## config.mk

```make
export PLATFORM = sky130hd
export DESIGN_NAME = pipe_hazard_ctrl
export DESIGN_NICKNAME = d
export VERILOG_FILES = /design/src/rtl/pipe_hazard_ctrl.sv
export SDC_FILE = /design/constraint.sdc
export NUM_CORES = 1
export LEC_CHECK = 0
export ABC_AREA = 0
export CORE_MARGIN = 8
export CORE_UTILIZATION = 45
export CTS_CLUSTER_DIAMETER = 150
export DETAILED_ROUTE_END_ITERATION = 8
export GPL_TIMING_DRIVEN = 0
export PLACE_DENSITY_LB_ADDON = 0.15
export SYNTH_ARGS = -nofsm -noshare
export SYNTH_HDL_FRONTEND = slang
export SYNTH_SLANG_ARGS = --single-unit
```

## constraint.sdc

```tcl
create_clock -name clk -period 2.06 [get_ports clk]
set_input_delay 0.412 -clock clk [delete_from_list [all_inputs] [get_ports clk]]
set_output_delay 0.412 -clock clk [all_outputs]
set_load 0.02 [all_outputs]
```

## src/rtl/pipe_hazard_ctrl.sv

```systemverilog
// Hazard/interlock controller for the in-order pipeline. It tracks in-flight destination tags
// and produces stall, bubble, flush, kill and forwarding-select controls plus perf counters.
module pipe_hazard_ctrl #(
    parameter int DEPTH         = 3,
    parameter int RA_W          = 5,
    parameter int FWD_EN        = 1,
    parameter int LOAD_LAT      = 1,
    parameter int RESOLVE_STAGE = 3,
    parameter int RF_WB_BYPASS  = 0,
    parameter int CNT_W         = 32
) (
    input  logic             clk,
    input  logic             rst_n,
    input  logic             id_valid,
    input  logic [RA_W-1:0]  id_rs1,
    input  logic [RA_W-1:0]  id_rs2,
    input  logic             id_rs1_used,
    input  logic             id_rs2_used,
    input  logic [RA_W-1:0]  id_wr,
    input  logic             id_we,
    input  logic             id_is_load,
    input  logic             redirect_valid,
    output logic             stall_if_id,
    output logic             bubble_ex,
    output logic             flush_if_id,
    output logic [DEPTH-1:0] kill_mask,
    output logic [3:0]       fwd_sel_a,
    output logic [3:0]       fwd_sel_b,
    output logic [CNT_W-1:0] stall_cnt,
    output logic [CNT_W-1:0] flush_cnt
);

    // Slots younger than the resolving slot are on the wrong path after a redirect.
    localparam logic [DEPTH-1:0] KILL_PATTERN = DEPTH'((1 << (RESOLVE_STAGE - 1)) - 1);

    // Index k-1 of each tag vector/array holds back-end slot k.
    logic [DEPTH-1:0] tagV_q, tagV_d;
    logic [DEPTH-1:0] tagWe_q, tagWe_d;
    logic [DEPTH-1:0] tagLd_q, tagLd_d;
    logic [RA_W-1:0]  tagWr_q [DEPTH];
    logic [RA_W-1:0]  tagWr_d [DEPTH];

    logic [CNT_W-1:0] stallCnt_q, stallCnt_d;
    logic [CNT_W-1:0] flushCnt_q, flushCnt_d;

    logic [RA_W-1:0]  opRs [2];
    logic [1:0]       opUsed;
    logic [DEPTH-1:0] opMatch [2];
    logic [1:0]       opFound;
    logic [1:0]       opYoungLd;
    logic [3:0]       opYoungSlot [2];
    logic [1:0]       opHazard;
    logic [3:0]       opSel [2];

    logic hazard;
    logic issue;

    assign opRs[0]   = id_rs1;
    assign opRs[1]   = id_rs2;
    assign opUsed[0] = id_rs1_used;
    assign opUsed[1] = id_rs2_used;

    // Per-operand match scan; descending loop leaves the youngest (smallest slot) match.
    always_comb begin
        for (int op = 0; op < 2; op++) begin
            opMatch[op]     = '0;
            opFound[op]     = 1'b0;
            opYoungLd[op]   = 1'b0;
            opYoungSlot[op] = 4'd0;
            opHazard[op]    = 1'b0;
            opSel[op]       = 4'd0;
            for (int k = DEPTH - 1; k >= 0; k--) begin
                opMatch[op][k] = opUsed[op] && (opRs[op] != '0) && tagV_q[k] && tagWe_q[k]
                                 && (tagWr_q[k] == opRs[op]);
                if (opMatch[op][k]) begin
                    opFound[op]     = 1'b1;
                    opYoungLd[op]   = tagLd_q[k];
                    opYoungSlot[op] = 4'(k + 1);
                end
            end
            if (FWD_EN != 0) begin
                if (opFound[op]) begin
                    if (opYoungLd[op] && (opYoungSlot[op] <= 4'(LOAD_LAT))) begin
                        opHazard[op] = 1'b1;
                    end else if ((opYoungSlot[op] == 4'(DEPTH)) && (RF_WB_BYPASS != 0)) begin
                        opSel[op] = 4'd0;
                    end else begin
                        opSel[op] = opYoungSlot[op];
                    end
                end
            end else begin
                opHazard[op] = (|opMatch[op][DEPTH-2:0])
                               || (opMatch[op][DEPTH-1] && (RF_WB_BYPASS == 0));
            end
        end
    end

    // A redirect squashes the ID instruction anyway, so it overrides any stall.
    always_comb begin
        hazard      = id_valid && (opHazard[0] || opHazard[1]);
        stall_if_id = hazard && !redirect_valid;
        bubble_ex   = stall_if_id || redirect_valid;
        flush_if_id = redirect_valid;
        kill_mask   = redirect_valid ? KILL_PATTERN : '0;
        fwd_sel_a   = opSel[0];
        fwd_sel_b   = opSel[1];
        issue       = id_valid && !stall_if_id && !redirect_valid;
    end

    // Back-end slots always advance; kills apply to the post-shift position.
    always_comb begin
        tagV_d[0]  = issue && !kill_mask[0];
        tagWe_d[0] = id_we;
        tagLd_d[0] = id_is_load;
        tagWr_d[0] = id_wr;
        for (int k = 1; k < DEPTH; k++) begin
            tagV_d[k]  = tagV_q[k-1] && !kill_mask[k];
            tagWe_d[k] = tagWe_q[k-1];
            tagLd_d[k] = tagLd_q[k-1];
            tagWr_d[k] = tagWr_q[k-1];
        end
    end

    always_comb begin
        stallCnt_d = stallCnt_q;
        flushCnt_d = flushCnt_q;
        if (stall_if_id && (stallCnt_q != '1)) begin
            stallCnt_d = stallCnt_q + CNT_W'(1);
        end
        if (redirect_valid && (flushCnt_q != '1)) begin
            flushCnt_d = flushCnt_q + CNT_W'(1);
        end
    end

    always_ff @(posedge clk) begin
        if (!rst_n) begin
            tagV_q     <= '0;
            tagWe_q    <= '0;
            tagLd_q    <= '0;
            stallCnt_q <= '0;
            flushCnt_q <= '0;
            for (int k = 0; k < DEPTH; k++) begin
                tagWr_q[k] <= '0;
            end
        end else begin
            tagV_q     <= tagV_d;
            tagWe_q    <= tagWe_d;
            tagLd_q    <= tagLd_d;
            stallCnt_q <= stallCnt_d;
            flushCnt_q <= flushCnt_d;
            for (int k = 0; k < DEPTH; k++) begin
                tagWr_q[k] <= tagWr_d[k];
            end
        end
    end

    assign stall_cnt = stallCnt_q;
    assign flush_cnt = flushCnt_q;

endmodule

```

**Word level (Yosys, flattened, before mapping)**

Memories as Yosys holds them, arrays and structs flattened.
Index checks and enable logic that the tools add are counted.
Widths: inputs -> output; s select.

- Muxes and demuxes: 32
- Reductions and logical operators: 40
- $lt $le $gt $ge: 2
- $add $sub $neg: 2
- Equality and inequality tests: 8
- Bitwise gates (word level): 3

Operators by type and width:

| operator | number |
|---|---|
| $add 32x1->32 const B | 2 |
| $ne 32x32->1 const B | 2 |
| $mux 4 | 8 |
| $logic_and 1x1->1 | 31 |
| $eq 5x5->1 | 6 |
| $mux 1 | 18 |
| $mux 5 | 3 |
| $reduce_bool 5->1 | 2 |
| $le 4x1->1 const B | 2 |
| $mux 2 | 3 |
| $logic_not 1->1 | 4 |
| $or 1x1->1 | 3 |
| $logic_or 1x1->1 | 2 |
| $logic_not 1->1 const A | 1 |

- Logic and storage cells: 93
- Memories: 1
- Output and inout bits: 78
- Bits in registers: 73
- Memory bits (writable): 15
- Input port bits: 23

Memories:

| memory | words | bits a word | read ports | clocked after memory_dff | wr ports | RTL line | text |
|---|---|---|---|---|---|---|---|
| tagWr_q | 3 | 5 | 3 | 0 | 3 | 40 | `logic [RA_W-1:0] tagWr_q [DEPTH];` |

**Logic depth before layout (Yosys ltp)**

- Depth after elaboration: 19
- Depth in mapped cells: 9
- Mapped depth without buffers: 7

**Worst setup path after synthesis**

No wires, ideal clock.

- Kind: register -> register
- From: reg stallCnt_q[0] (netlist: stall_cnt[0])
- To: reg stallCnt_q[22] (netlist: stall_cnt[22])
- Period minus slack after synthesis: 2.184 ns
- Buffers on the path: 0
- Arrival: 2.065 ns
- Path slack: -0.124 ns
- Cell stages (with the launch flop): 8
- Data required time: 1.941 ns
- Path through: dfxtp_1 ha_1 and2_1 and2_1 nand2_1 a2111oi_0 nand4_1 mux2i_1

- Longest elaborated chain between the ends: 2
- Elaborated cells on any way between the ends: 3
- Classes of those cells: 1 x add/sub; 1 x eq/ne; 1 x reduce/logical

Ends and longest elaborated chain:

| item | RTL line | text |
|---|---|---|
| start, declared | 43 | `logic [CNT_W-1:0] stallCnt_q, stallCnt_d;` |
| start signal, assigned | 149 | `stallCnt_q <= stallCnt_d;` |
| parallel branches: the longest is 2 deep, another holds $add 32x1->32 | - |  |

Parallel ways; which one is timed is not known.
A chain may end at the register's enable or synchronous reset.

==> out/qor.log <==
qor: critical_path.reg2regPathDepth 8
qor: yosys.ys_warn_count 0
qor: global_route.antenna_found_initial 0
qor: place.globalplace.congestion 0.847
qor: cts.cts_tree built
qor: hold_path.min-delay-start tagV_q[1]$_SDFF_PN0_
qor: power.clockPowerShare 38.0%
qor: critical_path.critPathArrivalTime 1.93 ns
qor: critical_path.worst_r2r_startpoint tagWr_q[0][2]$_SDFF_PN0_
qor: finish.final_net_count 678
qor: critical_path.cp_data_required_time 1.65 ns
qor: status.failed_checks negative setup slack
qor: power.p_leak 2.32 nW
qor: sta.fin_worst_skew 0.00897 ns
qor: detailed_routing.average_detailed_routed_wire_length_per_instance 17.6 µm
qor: detailed_routing.detail-route-antenna-nets 0
qor: floorplanning.fp-row-count 35
qor: yosys.synth.yosys.seq_area_share 39.9%
qor: place.dpl.hpwl 9030 µm
qor: hold_path.hold_crit_depth 1
qor: critical_path.crit_path_end_kind output port
qor: cts.clkLatencyLatePin 0.36 ns
qor: finish.final_common_cell sky130_fd_sc_hd__clkdlybuf4s50_1
qor: cts.h-tree-depth 3
qor: power.pwr_density_cell 498 mW/mm²
qor: floorplanning.dieHeight 114 µm
qor: critical_path.critPathSlowestCell sky130_fd_sc_hd__dfxtp_4
qor: power.sw_frac_of_total 25.3%
qor: global_route.global_route_wire_length_before_repair 21000 µm
qor: floorplanning.placeableCoreArea 0.00928 mm²
qor: power.seq_power_share 52.4%
qor: yosys.synth_edf_count 0
qor: floorplanning.die_x 114 µm
qor: sta.final_worst_path_period_need 2.34 ns
qor: detailed_routing.routed_vias_inst 5.53
qor: floorplanning.start_util 46.5%
qor: global_route.gr-total-overflow 0
qor: flow_run.timing.max_cap.violations 0
qor: cts.clk_pin_slew_worst_paths 0.09 ns
qor: place.io_buffer_count 95
qor: global_route.grt_start_max_net_pins 15
qor: cts.clock_sink_count 86
qor: finish.fin_cells 787
qor: yosys.synth_largest_type_area_fraction 39.9%
qor: power.netSwitchingPower 0.000820 W
qor: finish.area.sequential 0.00180 mm²
qor: critical_path.crit_family simple AND/OR/NAND/NOR gates
qor: power.proportion_of_power_drawn_by_combinational_gates 9.7%
qor: yosys.ys_seq_elements 86
qor: sta.timing.max_slew.rel_slack 58.1%
qor: cts.ctsLongestPathBuffers 2
qor: yosys.async_sr_flop_fraction 0%
qor: sta.slew_limit_fails 0
qor: yosys.cells_taking_the_most_area_after_synthesis sky130_fd_sc_hd__dfxtp_1 (40%), sky130_fd_sc_hd__xnor2_1 (7.7%), sky130_fd_sc_hd__nand4_1 (4.5%)
qor: finish.n_fill_cell 705
qor: global_route.first_global_vias 4218
qor: hold_path.worstHoldPathType register to register
qor: hold_path.timing.hold.worst_endpoint tagV_q[2]$_SDFF_PN0_
qor: status.outcome finished, violations left
qor: critical_path.cp.buffers_inverters 2
qor: yosys.synthesis.instances 506
qor: critical_path.critPathMaxStageDelay 0.37 ns
qor: yosys.post_synth_instance_area 0.00432 mm²
qor: sta.hold_viol_final 0
qor: finish.antenna_diode_count 0
qor: power.internal-power 0.00242 W
qor: critical_path.crit_fanout 4
qor: yosys.syn_avg_cell_area 8.53 µm²
qor: critical_path.regToRegSetupSlack -0.15 ns
qor: critical_path.capturing_point_of_the_worst_reg2reg_path stall_cnt[17]$_SDFFE_PN0P_
qor: detailed_routing.dr_total_vias 4349
qor: place.dpl.cell_count 734
qor: power.maximum_vdd_ir_drop 0.298 mV
qor: yosys.synth_area_leader_cell sky130_fd_sc_hd__dfxtp_1
qor: sta.rsz0062_at_grt yes
qor: cts.cts_root_buf sky130_fd_sc_hd__clkbuf_8
qor: detailed_routing.drtPass1Iterations 5
qor: cts.cts_buffers 9
qor: finish.final_cell_mix sky130_fd_sc_hd__clkdlybuf4s50_1 (76), sky130_fd_sc_hd__dfxtp_1 (51), sky130_fd_sc_hd__nand2_1 (41), sky130_fd_sc_hd__buf_4 (41), sky130_fd_sc_hd__nor2_1 (34)
qor: sta.min_period_over_period 114%
qor: critical_path.crit_chain xnor2_2, nand4_1, nor3_4, buf_6, mux2i_2, buf_4
qor: finish.area_growth 50.8%
qor: floorplanning.floorplan.io_pins 101
qor: finish.layout-drive-gt1-share 28.9%
qor: sta.achievable-frequency 0.428 GHz
qor: sta.holdWs 0.463 ns
qor: global_route.grt_usage 20.0%
qor: detailed_routing.wl 13900 µm
qor: detailed_routing.detailedRoute.firstIterationViolations 235
qor: critical_path.timing_worst_setup_path_type register to output port
qor: yosys.synthDistinctLibCells 43
qor: power.total_power 0.00324 W
qor: critical_path.critPathLaunchType register
qor: detailed_routing.drcViolationCount 0
qor: sta.layout_setup_ws -0.278 ns
qor: sta.setup_viol 27
qor: floorplanning.floorplan.die_area 0.0130 mm²
qor: finish.multiInputGateArea 0.00285 mm²
qor: yosys.synth_top_flop_cell sky130_fd_sc_hd__dfxtp_1
qor: cts.cts_hold_buf 0
qor: sta.tightest_slew 0.629 ns
## power by group through the flow
stage               sequential (W)  clock, W  combinational, W
finish                     0.00170   0.00123          0.000314
global route               0.00170   0.00132          0.000333
CTS                        0.00171   0.00124          0.000285
detailed placement         0.00174         0          0.000246
global placement           0.00174         0          0.000241
floorplan                  0.00174         0          0.000133
## cells by family after synthesis
| family | share of synthesized area (%) |
|---|---|
| other | 0.0869 |
| buffers and inverters | 4.12 |
| flip-flops | 39.9 |
| AND/OR/NAND/NOR | 31.3 |
| adder cells (fa/ha/maj) | 0.580 |
| XOR/XNOR | 11.6 |
| AO/OA/AOI/OAI | 10.4 |
| multiplexers | 2.09 |
## routing by layer
metal / vias to the layer above / track usage, % / part of all wire, %
li1: 2103 / - / -
met1: 2075 / 24.0 / 42
met2: 152 / 34.1 / 50
met3: 19 / 4.91 / 6.4
met4: 0 / 6.39 / 1.3
met5: - / 0 / 0
## cell usage after synthesis (all sizes together), types with 6 or more instances
| library cell | number |
|---|---|
| a21oi | 28 |
| and2 | 25 |
| and3 | 15 |
| and4 | 6 |
| buf | 11 |
| clkbuf | 14 |
| dfxtp | 86 |
| inv | 10 |
| mux2i | 9 |
| nand2 | 41 |
| nand2b | 8 |
| nand3 | 21 |
| nand4 | 32 |
| nor2 | 41 |
| nor3 | 11 |
| o21ai | 24 |
| o31ai | 7 |
| or3 | 22 |
| or4 | 13 |
| xnor2 | 38 |
| xor2 | 19 |
## what timing repair did
item	CTS	global route
gates resized for setup	166	72
gates cloned	3	0
endpoints found under the setup margin	61	60
buffers inserted	19	18
pin swaps	51	14
## state kept, by name, summed over array words and instances, names as in the netlist
register / flops
tagLd_q: 1
tagV_q: 3
flush_cnt: 32
tagWr_q: 15
tagWe_q: 3
stall_cnt: 32
## metrics by stage
| stage | instance area (µm²) | utilization, % | setup slack (ns) | TNS [ns] |
|---|---|---|---|---|
| 2_1_floorplan | 4340 | - | -0.0292 | -0.0573 |
| 3_3_place_gp | 5450 | 58.7 | -1.17 | -36.51 |
| 3_5_place_dp | 5450 | 58.7 | -1.22 | -39.11 |
| 4_1_cts | 6140 | 66.1 | -0.191 | -1.51 |
| 5_1_grt | 6510 | 70.1 | -0.352 | -5.17 |
| 6_report | 6510 | 70.1 | -0.278 | -2.68 |
## worst max-delay path by stage
stage	to	slack (ns)	depth (start not counted)	from
after floorplan	bubble_ex	-0.03	5	id_rs2[1]
after global placement	stall_if_id	-1.17	7	id_rs2[1]
after detailed placement	stall_if_id	-1.22	7	id_rs1[0]
after CTS	fwd_sel_a[0]	-0.19	6	tagWr_q[0][13]$_SDFF_PN0_
after global routing	fwd_sel_b[0]	-0.35	6	tagWr_q[0][2]$_SDFF_PN0_
final	fwd_sel_b[0]	-0.28	6	tagWr_q[0][2]$_SDFF_PN0_
## final cells by class
| type | count | share of cell area, % |
|---|---|---|
| tap | 129 | 2.48 |
| sequential | 86 | 27.6 |
| multi-input combinational | 390 | 43.8 |
| inverter | 10 | 0.577 |
| clock inverter | 4 | 0.846 |
| timing repair buffer | 133 | 20.0 |
| clock buffer | 12 | 2.23 |
| buffer | 23 | 2.42 |
Note: power is estimated with default switching activity, not from simulation.
==> variant (same settings) <==
Change the parameter `RF_WB_BYPASS` from 0 to 1.
--- a/src/rtl/pipe_hazard_ctrl.sv
+++ b/src/rtl/pipe_hazard_ctrl.sv
@@ -8,3 +8,3 @@
     parameter int RESOLVE_STAGE = 3,
-    parameter int RF_WB_BYPASS  = 0,
+    parameter int RF_WB_BYPASS  = 1,
     parameter int CNT_W         = 32
Function: changed (a bounded check fails within 4 cycles, from zero or initial values and one cycle with rst_n low).
==> variant against the unedited design <==
Final area down 4.2%; largest power group unchanged; sequential cell count down 7; total power down 1.4%; worst hold slack better by 0.046 ns; the flow still finishes with violations (setup timing); synthesized area down 6.1%; sequential power down 8%; routed wire length down 3.4%; first-iteration DRC count down 8.1%; worst setup slack better by 0.0058 ns.
==> variant: results (changes against the unedited design) <==
| Metric | Value |
|---|---|
| PD cells | 513 mW/mm^2 (+2.9%) |
| Final non-filler cell total | 704 (-11%) |
| Vias in the first global route | 3984 (-5.5%) |
| WHS | 0.508 ns (+0.0457 ns) |
| Final WS setup | -0.273 ns (+0.00577 ns) |
| Pre-antenna DRT Iters | 7 (+2) |
| WL met3 | 788 um (-12%) |
| DP Area | 0.00520 mm^2 (-4.7%) |
| DR iter-0 viols | 216 (-8.1%) |
| Synth top cells by count | dfxtp_1 (79), and2_1 (39), xnor2_1 (35) |
| Final nets | 616 (-9.1%) |
| Tightest Pin Transition | 0.552 ns (-0.0765 ns) |
| Largest net degree at the start of global routing | 14 (-1) |
| Hpwl dp | 8.40 mm (-7.0%) |
| R2r endpoint | stall_cnt[22] |
| Power share of the clock group | 0.434 (+0.054) |
| Routed wire per std cell | 19.0 um (+8.0%) |
| Pre-CTS setup slack | -1.16 ns (+0.0670 ns) |
| Final setup violation count | 36 (+33%) |
| # placed instances | 655 (-11%) |
| Met1 Resource Use GR | 0.231 (-0.00933) |
| Setup_tns | -5.57 ns (-2.90 ns) |
| VDD IR-drop max | 0.296 mV (-0.74%) |
| Final Cycle Share | 1.13 (-0.00280) |
| Failing checks | setup timing |
| GRT Util Overall | 0.192 (-0.00710) |
| Status | finished, violations left |
## variant: cell count changes after synthesis, sizes merged, moves of 9 or more
cell    unedited run  this run
nor2              41         6
a21oi             28         2
a21boi             0        20
and2              25        39
nand3             21        32
o21ai             24        13
or3               22        12
nand2             41        32
## variant: layout make-up
class,count,area (um^2)
Fill cell,626,2490
Sequential cell,79,1630
Timing Repair Buffer,128,1300
Inverter,7,26.3
Buffer,24,164
Multi-Input combinational cell,342,2740
Clock buffer,11,131
Tap cell,108,135
Clock inverter,5,106
## variant: worst max path at each step
stage | cells after the start | startpoint | slack (ns) | end
after floorplan | 6 | flush_cnt[9] | -0.07 | flush_cnt[31]
after CTS | 7 | id_rs2[4] | -0.22 | bubble_ex
final | 9 | tagWr_q[0][2] | -0.27 | stall_cnt[22]
after global routing | 9 | tagWr_q[0][2] | -0.38 | stall_cnt[22]
after detailed placement | 7 | id_rs1[1] | -1.16 | bubble_ex
after global placement | 7 | id_rs2[1] | -1.14 | bubble_ex
## variant: worst max-delay path, delay by kind of cell (launching register included)
| kind | cells | cell delay [ns] |
|---|---|---|
| and+or+nand+nor | 3 | 0.80 |
| DFF | 1 | 0.36 |
| buffers and inverters | 3 | 0.52 |
| AOI/OAI and AO/OA | 1 | 0.21 |
| muxes | 1 | 0.21 |
| xor gates and xnor gates | 1 | 0.16 |
## variant: what timing repair did
item                       CTS  global route
pin swaps                   22            48
gates cloned                 5             1
setup endpoints to repair   61            61
buffers inserted            19            11
gates resized for setup    111            89
## variant: logic make-up (layout without fill, tap and decap cells)
family          count (synthesis)  in the layout  share of synthesized area
fa+ha+maj                       2              2                    0.00617
buf+inv                        32            175                     0.0457
simple gates                  216            216                      0.320
other cells                     1              5                   0.000925
xor+xnor                       50             50                      0.108
compound gates                 61             62                      0.112
flops                          79             79                      0.390
mux                             7              7                     0.0173
